File: src/rtl/mrna_iso_pkg.sv
// Shared definitions for the mRNA isolation sequencer: step codes, valve bit
// positions, per-step valve masks and peristaltic pump phase patterns.
package mrna_iso_pkg;

  typedef enum logic [3:0] {
    S_IDLE    = 4'd0,
    S_CELLS   = 4'd1,
    S_LYSE    = 4'd2,
    S_BEADS   = 4'd3,
    S_MIX     = 4'd4,
    S_SEP     = 4'd5,
    S_COLLECT = 4'd6,
    S_FLUSH   = 4'd7,
    S_DONE    = 4'd8
  } state_t;

  localparam int unsigned VALVE_W       = 11;
  localparam int unsigned V_CELLS_IN    = 0;
  localparam int unsigned V_CELLS_OUT   = 1;
  localparam int unsigned V_COLLECT     = 2;
  localparam int unsigned V_LYSIS_IN    = 3;
  localparam int unsigned V_LYSIS_WASTE = 4;
  localparam int unsigned V_BEADS_IN    = 5;
  localparam int unsigned V_BEAD_WASTE  = 6;
  localparam int unsigned V_PUSH        = 7;
  localparam int unsigned V_SEP         = 8;
  localparam int unsigned V_SIEVE       = 9;
  localparam int unsigned V_WASTE       = 10;

  localparam logic [VALVE_W-1:0] V_BIT = 11'b1;

  // A set bit keeps the valve pressurised (closed); masks clear the open ones.
  localparam logic [VALVE_W-1:0] MASK_ALL_CLOSED = '1;
  localparam logic [VALVE_W-1:0] MASK_CELLS =
    ~((V_BIT << V_CELLS_IN) | (V_BIT << V_CELLS_OUT));
  localparam logic [VALVE_W-1:0] MASK_LYSE =
    ~((V_BIT << V_LYSIS_IN) | (V_BIT << V_LYSIS_WASTE) | (V_BIT << V_PUSH));
  localparam logic [VALVE_W-1:0] MASK_BEADS =
    ~((V_BIT << V_BEADS_IN) | (V_BIT << V_BEAD_WASTE) | (V_BIT << V_PUSH));
  localparam logic [VALVE_W-1:0] MASK_SEP =
    ~((V_BIT << V_SEP) | (V_BIT << V_SIEVE) | (V_BIT << V_WASTE));
  localparam logic [VALVE_W-1:0] MASK_COLLECT =
    ~((V_BIT << V_SEP) | (V_BIT << V_COLLECT));
  localparam logic [VALVE_W-1:0] MASK_FLUSH =
    ~((V_BIT << V_WASTE) | (V_BIT << V_LYSIS_WASTE) |
      (V_BIT << V_BEAD_WASTE) | (V_BIT << V_CELLS_OUT));

  localparam logic [2:0] PUMP_OFF = 3'b111;
  localparam logic [2:0] PUMP_PH0 = 3'b011;
  localparam logic [2:0] PUMP_PH1 = 3'b101;
  localparam logic [2:0] PUMP_PH2 = 3'b110;

  function automatic logic [VALVE_W-1:0] valve_mask(input state_t s);
    case (s)
      S_CELLS:   return MASK_CELLS;
      S_LYSE:    return MASK_LYSE;
      S_BEADS:   return MASK_BEADS;
      S_SEP:     return MASK_SEP;
      S_COLLECT: return MASK_COLLECT;
      S_FLUSH:   return MASK_FLUSH;
      default:   return MASK_ALL_CLOSED;
    endcase
  endfunction

  function automatic logic [2:0] pump_pattern(input logic [1:0] phase);
    case (phase)
      2'd0:    return PUMP_PH0;
      2'd1:    return PUMP_PH1;
      default: return PUMP_PH2;
    endcase
  endfunction

endpackage

File: src/rtl/peristaltic_phase_gen.sv
// Three-phase peristaltic pump driver: a phase divider feeding a rotator that
// counts full rotations and flags the last cycle of the final one.
module peristaltic_phase_gen
  import mrna_iso_pkg::*;
#(
  parameter int DIV_W = 8
) (
  input  logic             clk,
  input  logic             rst,
  input  logic             en,
  input  logic [DIV_W-1:0] pump_div,
  input  logic [7:0]       rotations,
  output logic [2:0]       pump,
  output logic             finished
);

  logic [DIV_W-1:0] div_cnt;
  logic [1:0]       phase;
  logic [7:0]       rot_cnt;
  logic [7:0]       rot_last;
  logic             active;
  logic             phase_end;

  assign rot_last  = (rotations == 8'd0) ? 8'd0 : rotations - 8'd1;
  assign phase_end = (div_cnt == pump_div);
  assign finished  = active && phase_end && (phase == 2'd2) && (rot_cnt == rot_last);

  // en reflects the sequencer's next state, so pump moves on the same edge
  // as the step change and the first phase is loaded on entry.
  always_ff @(posedge clk) begin
    if (rst || !en) begin
      active  <= 1'b0;
      div_cnt <= '0;
      phase   <= 2'd0;
      rot_cnt <= '0;
      pump    <= PUMP_OFF;
    end else if (!active) begin
      active  <= 1'b1;
      div_cnt <= '0;
      phase   <= 2'd0;
      rot_cnt <= '0;
      pump    <= PUMP_PH0;
    end else if (phase_end) begin
      div_cnt <= '0;
      if (phase == 2'd2) begin
        phase   <= 2'd0;
        rot_cnt <= rot_cnt + 8'd1;
        pump    <= PUMP_PH0;
      end else begin
        phase <= phase + 2'd1;
        pump  <= pump_pattern(phase + 2'd1);
      end
    end else begin
      div_cnt <= div_cnt + 1'b1;
    end
  end

endmodule

File: src/rtl/mrna_iso_sequencer.sv
// Microfluidic mRNA isolation step sequencer: walks the fixed protocol,
// times each step and drives registered valve and pump control lines.
module mrna_iso_sequencer
  import mrna_iso_pkg::*;
#(
  parameter int DUR_W = 16,
  parameter int DIV_W = 8
) (
  input  logic             clk,
  input  logic             rst,
  input  logic             start,
  input  logic             abort,
  input  logic [DUR_W-1:0] dur_cells,
  input  logic [DUR_W-1:0] dur_lyse,
  input  logic [DUR_W-1:0] dur_beads,
  input  logic [DUR_W-1:0] dur_sep,
  input  logic [DUR_W-1:0] dur_collect,
  input  logic [DUR_W-1:0] dur_flush,
  input  logic [7:0]       mix_cycles,
  input  logic [DIV_W-1:0] pump_div,
  output logic [10:0]      valve_ctl,
  output logic [2:0]       pump_ctl,
  output logic [3:0]       step,
  output logic             busy,
  output logic             done
);

  state_t           state, state_next;
  logic [DUR_W-1:0] timer, timer_next;
  logic [DUR_W-1:0] c_lyse, c_beads, c_sep, c_collect, c_flush;
  logic [7:0]       c_mix;
  logic [DIV_W-1:0] c_div;
  logic             accept;
  logic             expired;
  logic             abortable;
  logic             mix_finished;

  // Timer holds remaining cycles minus one, so a zero duration still lasts one.
  function automatic logic [DUR_W-1:0] last_tick(input logic [DUR_W-1:0] d);
    return (d == '0) ? '0 : d - DUR_W'(1);
  endfunction

  assign accept    = (state == S_IDLE) && start;
  assign expired   = (timer == '0);
  assign abortable = (state inside {S_CELLS, S_LYSE, S_BEADS, S_MIX, S_SEP, S_COLLECT});
  assign step      = state;

  always_comb begin
    state_next = state;
    timer_next = expired ? '0 : timer - DUR_W'(1);
    case (state)
      S_IDLE: if (start) begin
        state_next = S_CELLS;
        timer_next = last_tick(dur_cells);
      end
      S_CELLS: if (expired) begin
        state_next = S_LYSE;
        timer_next = last_tick(c_lyse);
      end
      S_LYSE: if (expired) begin
        state_next = S_BEADS;
        timer_next = last_tick(c_beads);
      end
      S_BEADS: if (expired) begin
        state_next = S_MIX;
        timer_next = '0;
      end
      S_MIX: if (mix_finished) begin
        state_next = S_SEP;
        timer_next = last_tick(c_sep);
      end
      S_SEP: if (expired) begin
        state_next = S_COLLECT;
        timer_next = last_tick(c_collect);
      end
      S_COLLECT: if (expired) begin
        state_next = S_FLUSH;
        timer_next = last_tick(c_flush);
      end
      S_FLUSH: if (expired) state_next = S_DONE;
      S_DONE:  state_next = S_IDLE;
      default: state_next = S_IDLE;
    endcase
    // Abort overrides any timer-driven transition taken above.
    if (abortable && abort) begin
      state_next = S_FLUSH;
      timer_next = last_tick(c_flush);
    end
  end

  always_ff @(posedge clk) begin
    if (rst) begin
      state     <= S_IDLE;
      timer     <= '0;
      c_lyse    <= '0;
      c_beads   <= '0;
      c_sep     <= '0;
      c_collect <= '0;
      c_flush   <= '0;
      c_mix     <= '0;
      c_div     <= '0;
      valve_ctl <= '1;
      busy      <= 1'b0;
      done      <= 1'b0;
    end else begin
      state     <= state_next;
      timer     <= timer_next;
      valve_ctl <= valve_mask(state_next);
      busy      <= (state_next inside {S_CELLS, S_LYSE, S_BEADS, S_MIX,
                                       S_SEP, S_COLLECT, S_FLUSH});
      done      <= (state_next == S_DONE);
      if (accept) begin
        c_lyse    <= dur_lyse;
        c_beads   <= dur_beads;
        c_sep     <= dur_sep;
        c_collect <= dur_collect;
        c_flush   <= dur_flush;
        c_mix     <= mix_cycles;
        c_div     <= pump_div;
      end
    end
  end

  peristaltic_phase_gen #(
    .DIV_W(DIV_W)
  ) u_phase_gen (
    .clk      (clk),
    .rst      (rst),
    .en       (state_next == S_MIX),
    .pump_div (c_div),
    .rotations(c_mix),
    .pump     (pump_ctl),
    .finished (mix_finished)
  );

endmodule
File: config.mk
export PLATFORM = sky130hd
export DESIGN_NAME = mrna_iso_sequencer
export DESIGN_NICKNAME = d
export VERILOG_FILES = /design/src/rtl/mrna_iso_pkg.sv /design/src/rtl/peristaltic_phase_gen.sv /design/src/rtl/mrna_iso_sequencer.sv
export SDC_FILE = /design/constraint.sdc
export NUM_CORES = 1
export LEC_CHECK = 0
export CAP_MARGIN = 5
export CORE_ASPECT_RATIO = 1.25
export CORE_UTILIZATION = 35
export DETAILED_ROUTE_END_ITERATION = 8
export GPL_TIMING_DRIVEN = 1
export MAX_ROUTING_LAYER = met4
export PLACE_DENSITY_LB_ADDON = 0.12
export SETUP_SLACK_MARGIN = 0.3
export SYNTH_ARGS = -nofsm -noshare
export SYNTH_HDL_FRONTEND = slang
export SYNTH_SLANG_ARGS = --single-unit
File: constraint.sdc
create_clock -name clk -period 4 [get_ports clk]
set_input_delay 0.6 -clock clk [delete_from_list [all_inputs] [get_ports clk]]
set_output_delay 0.6 -clock clk [all_outputs]
set_load 0.02 [all_outputs]
# Word level (Yosys, flattened, before mapping)
# Cells that the tools add are included.
# Widths: inputs -> output; s select.
[word_totals]
register_bits = 151
inputBits = 116
output_inout_bits = 20
word_cells = 106
[op_classes]
add_sub_neg = 11
eq_ne = 20
mux = 34
bitwise = 1
n_reduce_logical = 22
[ops]
columns = ["op", "n"]
rows = [
  ["$mux 16", 15],
  ["$logic_not 16->1", 7],
  ["$pmux 16 s7", 1],
  ["$sub 16x1->16 const B", 7],
  ["$pmux 11 s6", 1],
  ["$mux 4", 9],
  ["$eq 4x3->1 const B", 8],
  ["$pmux 4 s8", 1],
  ["$add 8x1->8 const B", 2],
  ["$eq 4x2->1 const B", 4],
  ["$eq 8x8->1", 2],
  ["$mux 3", 3],
  ["$eq 4x1->1 const B", 2],
  ["$logic_not 8->1", 1],
  ["$mux 8", 1],
  ["$sub 8x1->8 const B", 1],
  ["$reduce_bool 7->1", 1],
  ["$pmux 3 s2", 1],
  ["$reduce_bool 6->1", 1],
  ["$logic_and 1x1->1", 5],
  ["$eq 4x4->1 const B", 1],
  ["$logic_not 4->1", 1],
  ["$reduce_or 3->1", 1],
  ["$add 2x1->2 const B", 1],
  ["11 further kinds", 11],
]

# Longest topological paths before layout
[depth]
depth_word = 11
depth_mapped = 14

# Cells and area by module
# A second synthesis with hierarchy kept.
[hier_totals]
cells_unflattened = 1201
area_unflattened_um2 = 8907.3
[modules_own_cells]
columns = ["module", "instances", "cells_per_inst", "area_each_um2"]
rows = [
  ["mrna_iso_sequencer", 1, 1044, 7578.5],
  ["peristaltic_phase_gen", 1, 157, 1328.8],
]

# Worst setup path after synthesis
# Ideal clock, no wire load.
[synth_path]
path_type = "flip-flop to flip-flop"
from = "register c_mix[0]"
to = "register timer[7]"
setup_time_ns = 0.122
arrival_time_ns = 2.679
slack_ns = 1.199
path_stages_with_launch = 15
path_buffers = 4
period_less_slack_ns = 2.801
cell_sequence = "dfxtp_1 > buf_6 > inv_1 > ha_1 > or4b_4 > buf_6 > or3_1 > and3b_1 > nand4_1 > nor3_4 > and3_1 > buf_6 > buf_8 > a211oi_1 > a21oi_1"
[synth_via]
elab_chain_len = 7
[synth_rtl]
columns = ["element", "line", "source"]
rows = [
  ["start, declared", "mrna_iso_sequencer.sv:31", "logic [7:0] c_mix;"],
  ["start signal, assigned", "mrna_iso_sequencer.sv:118", "c_mix <= mix_cycles;"],
  ["$sub 8x1->8 / $logic_not 8->1 (equally long branches)", "peristaltic_phase_gen.sv:24", "assign rot_last = (rotations == 8'd0) ? 8'd0 : rotations - 8'd1;"],
  ["$mux 8 (*)", "peristaltic_phase_gen.sv:24", ""],
  ["$eq 8x8->1 (*)", "peristaltic_phase_gen.sv:26", "assign finished = active && phase_end && (phase == 2'd2) && (rot_cnt == rot_last);"],
  ["$logic_and 1x1->1 (*)", "peristaltic_phase_gen.sv:26", ""],
  ["$mux 16 (*)", "mrna_iso_sequencer.sv:68", "S_MIX: if (mix_finished) begin"],
  ["$pmux 16 s7 (*)", "mrna_iso_sequencer.sv:51", "case (state)"],
  ["$mux 16 (*)", "mrna_iso_sequencer.sv:85", "if (abortable && abort) begin"],
  ["end signal, assigned", "mrna_iso_sequencer.sv:107", "timer <= timer_next;"],
  ["end, declared", "mrna_iso_sequencer.sv:29", "logic [DUR_W-1:0] timer, timer_next;"],
]
# Every way passes the cells marked *; elsewhere a longest branch is shown, timed or not.
# A chain may end at the register's enable or synchronous reset.

# Worst setup path in the final report
[layout_path]
from = "register timer[0]"
to = "register u_phase_gen.div_cnt[5]"
[layout_via]
elab_chain_len = 8
[layout_rtl]
columns = ["element", "line", "source"]
rows = [
  ["$logic_not 16->1 (*)", "mrna_iso_sequencer.sv:44", "assign expired = (timer == '0);"],
  ["$mux 4 (tied with other cells)", "mrna_iso_sequencer.sv:80", "S_FLUSH: if (expired) state_next = S_DONE;"],
  ["$pmux 4 s8 (*)", "mrna_iso_sequencer.sv:51", ""],
  ["$mux 4 (*)", "mrna_iso_sequencer.sv:85", ""],
  ["$eq 4x3->1 (*)", "mrna_iso_sequencer.sv:129", ".en (state_next == S_MIX),"],
  ["$logic_not 1->1 (*)", "peristaltic_phase_gen.sv:31", "if (rst || !en) begin"],
  ["$logic_or 1x1->1 (*)", "peristaltic_phase_gen.sv:31", ""],
  ["$reduce_or 3->1 (no line) (*)", "--", ""],
  ["end signal, assigned", "peristaltic_phase_gen.sv:54", "div_cnt <= div_cnt + 1'b1;"],
  ["end, declared", "peristaltic_phase_gen.sv:17", "logic [DIV_W-1:0] div_cnt;"],
]
# Marked as above.

==> impl_metrics.tcl <==
set metrics [dict create \
    seq_area_mm2 0.00302 \
    cts_setup_buffers 0 \
    final_nets 1477 \
    via_per_inst 5.45 \
    finalHoldViolCount 0 \
    worstPathArrival_ns 3.63 \
    vias 9230 \
    clock_skew_ns 0.0154 \
    synth_cells 1230 \
    pre_cts_ws_ns 0.713 \
    multi_input_area_mm2 0.00575 \
    totalWireLength_mm 31.0 \
    hold_class "register to register" \
    postLayoutCellArea_mm2 0.0114 \
    h-tree-depth 4 \
    finalPower_mw 5.87 \
    antenna_cells 0 \
    clk_pin_slew_ns 0.06 \
    core_mm2 0.0255 \
    die_width_um 147 \
    rsz0062_at_grt "false" \
    synth_nets 1362 \
    min_period_over_period 0.818 \
    finalWeightedCongestion 0.980 \
    synth_area_mm2 0.00914 \
    start_kind "register" \
    whs_ns 0.471 \
    vdd_ir_drop_max_uv 231 \
    drtAntennaViolNets 0 \
    status "complete, no violations" \
    placed_cell_area_mm2 0.0108 \
    clockRootBuffer "clkbuf_16" \
    power_leakage_nw 4.26 \
    rows 65 \
    dieHeight_um 183 \
    grt_antenna_before_repair 0 \
    dpl.hpwl_mm 23.8 \
    cts_max_path_buffers 2 \
    cts_tree "done" \
    route.detailed.drc 0 \
    synth-seq-cells 151 \
    cap_violations 0 \
    clk-insertion-delay-late_ns 0.43 \
    yosys_warnings 0 \
    final_core_util 0.448 \
    power.density_mw_per_mm2 516 \
    synth-main-ff-cell "dfxtp_1" \
    end_kind "register" \
    finalMaxSlewViolations 0 \
    worst_slack_ns 0.727 \
    dp.cells 1661 \
    synth_edf_count 0 \
    first_pass_iters 5 \
    cts_inserted_buffers 17 \
    avgSynthCellArea_um2 7.43 \
    io_buffers 135 \
    wl_per_cell_um 18.3 \
    syn_to_final_growth_pct 24.7 \
    final.setup.tns_ns 0 \
    async_flop_share 0 \
    cts.repair.resized 0 \
    setup_viol 0 \
    num-fill-cells 2670 \
    drive_above_1_share 0.0648 \
    numClockSinks 151 \
    crit_type "register to register" \
    fmax_ghz 0.306 \
    crit_required_ns 4.36 \
    die_area_mm2 0.0268 \
    gr-usage-all-layers 0.242 \
    yosysUniqueCellTypes 78 \
    drtIter0Drc 532 \
    max_slew_margin 0.312 \
    final_cells 1693 \
    worst_slew_pin_slew_ns 1.03 \
    ios 136 \
    holdBufCountCts 0 \
    seq_area_frac_synth 0.331 \
    gr-total-overflow 0 \
    crit_fanout 8 \
    min_period_ns 3.27 \
    initial_core_util 0.359 \
    grt_max_degree 97 \
    grt_pass1_wl_mm 48.6 \
    grt_pass1_vias 8894 \
]
## final timing paths
check | start | endpoint | slack [ns] | cells after the start
setup / recovery | timer[0] | u_phase_gen.div_cnt[5] | 0.73 | 9
hold / removal | c_div[2] | c_div[2] | 0.47 | 2
setup reg to reg | timer[0] | u_phase_gen.div_cnt[5] | 0.73 | 9
hold reg to reg | c_div[2] | c_div[2] | 0.47 | 2
## critical path, stage by stage (launching register included)
cell      delay, ns
dfxtp_1        0.40
inv_1          0.15
ha_1           0.31
nor4b_1        0.45
nand4_1        0.41
or3_1          0.48
a211oi_1       0.27
and2_1         0.25
nand3_1        0.31
nor2_1         0.18
## state kept, by name, summed over array words and instances, names as in the netlist
name and flops:
c_sep 16, c_beads 16, step 4, timer 16
busy 1, u_phase_gen.phase 2, u_phase_gen.rot_cnt 8, u_phase_gen.pump 3
c_mix 8, u_phase_gen.div_cnt 8, u_phase_gen.active 1, c_flush 16
c_lyse 16, valve_ctl 11, done 1, c_div 8
c_collect 16
## metal layers
layer | GRT usage | share of wire
met5 | - | 0
met4 | 0.139 | 0.054
met3 | 0.0338 | 0.040
met2 | 0.417 | 0.50
met1 | 0.266 | 0.41
## power by group
group / switching (mW) / internal, mW
Clock: 0.702 / 0.882
Sequential: 0.211 / 1.67
Combinational: 1.47 / 0.938
Total: 2.38 / 3.49
## cell usage after synthesis, types with 4 or more instances
| library cell | count | area share |
|---|---|---|
| a311oi_1 | 4 | 0.0038 |
| nand2b_1 | 14 | 0.0096 |
| nor3b_1 | 8 | 0.0066 |
| or3_1 | 11 | 0.0075 |
| inv_1 | 28 | 0.012 |
| o31ai_1 | 5 | 0.0041 |
| clkbuf_1 | 50 | 0.021 |
| nand2_1 | 265 | 0.11 |
| and3_1 | 9 | 0.0062 |
| a21o_1 | 5 | 0.0041 |
| nand3b_1 | 5 | 0.0041 |
| dfxtp_1 | 151 | 0.33 |
| o21ai_0 | 42 | 0.023 |
| or2_2 | 6 | 0.0041 |
| and2_1 | 5 | 0.0034 |
| a31oi_1 | 14 | 0.0096 |
| nor4_1 | 24 | 0.016 |
| nand3_1 | 28 | 0.015 |
| o211ai_1 | 8 | 0.0066 |
| nor3_1 | 45 | 0.025 |
| a21oi_1 | 133 | 0.073 |
| nor4b_1 | 4 | 0.0038 |
| ha_1 | 16 | 0.022 |
| nand4_1 | 10 | 0.0068 |
| o41ai_1 | 7 | 0.0067 |
| o22ai_1 | 13 | 0.0089 |
| o221ai_1 | 4 | 0.0038 |
| nor2_1 | 94 | 0.039 |
| buf_6 | 4 | 0.0049 |
| a211oi_1 | 10 | 0.0082 |
| or4_1 | 12 | 0.0099 |
| xnor2_1 | 38 | 0.036 |
| xor2_1 | 76 | 0.073 |
## cells by family after synthesis
logic type / share of synthesized area
AO/OA/AOI/OAI: 0.195
XOR/XNOR: 0.109
adder cells (fa/ha/maj): 0.0219
buffers and inverters: 0.0423
flip-flops: 0.331
multiplexers: 0.00698
AND/OR/NAND/NOR: 0.294
## placed cells by master (no fill, tap or decap), types with 5 or more instances in the layout
master	synthesis	final
a211oi_1	10	10
a21o_1	5	5
a21oi_1	133	133
a31oi_1	14	14
and2_1	5	5
and3_1	9	8
buf_4	1	23
clkbuf_16	0	17
clkdlybuf4s50_1	0	134
dfxtp_1	151	151
ha_1	16	16
inv_1	28	28
nand2_1	265	265
nand2b_1	14	14
nand3_1	28	27
nand3b_1	5	5
nand4_1	10	10
nor2_1	94	94
nor3_1	45	45
nor3b_1	8	7
nor4_1	24	24
o211ai_1	8	8
o21ai_0	42	42
o22ai_1	13	13
o31ai_1	5	5
o41ai_1	7	7
or2_2	6	6
or3_1	11	11
or4_1	12	12
xnor2_1	38	38
xor2_1	76	76
## cell type report
cell class / instances / share of cell area
Sequential cell: 151 / 0.265
Inverter: 28 / 0.00922
Clock buffer: 20 / 0.0392
Clock inverter: 12 / 0.0102
Multi-Input combinational cell: 989 / 0.505
Tap cell: 335 / 0.0368
Timing Repair Buffer: 158 / 0.135
(Power assumes the default switching activity.)
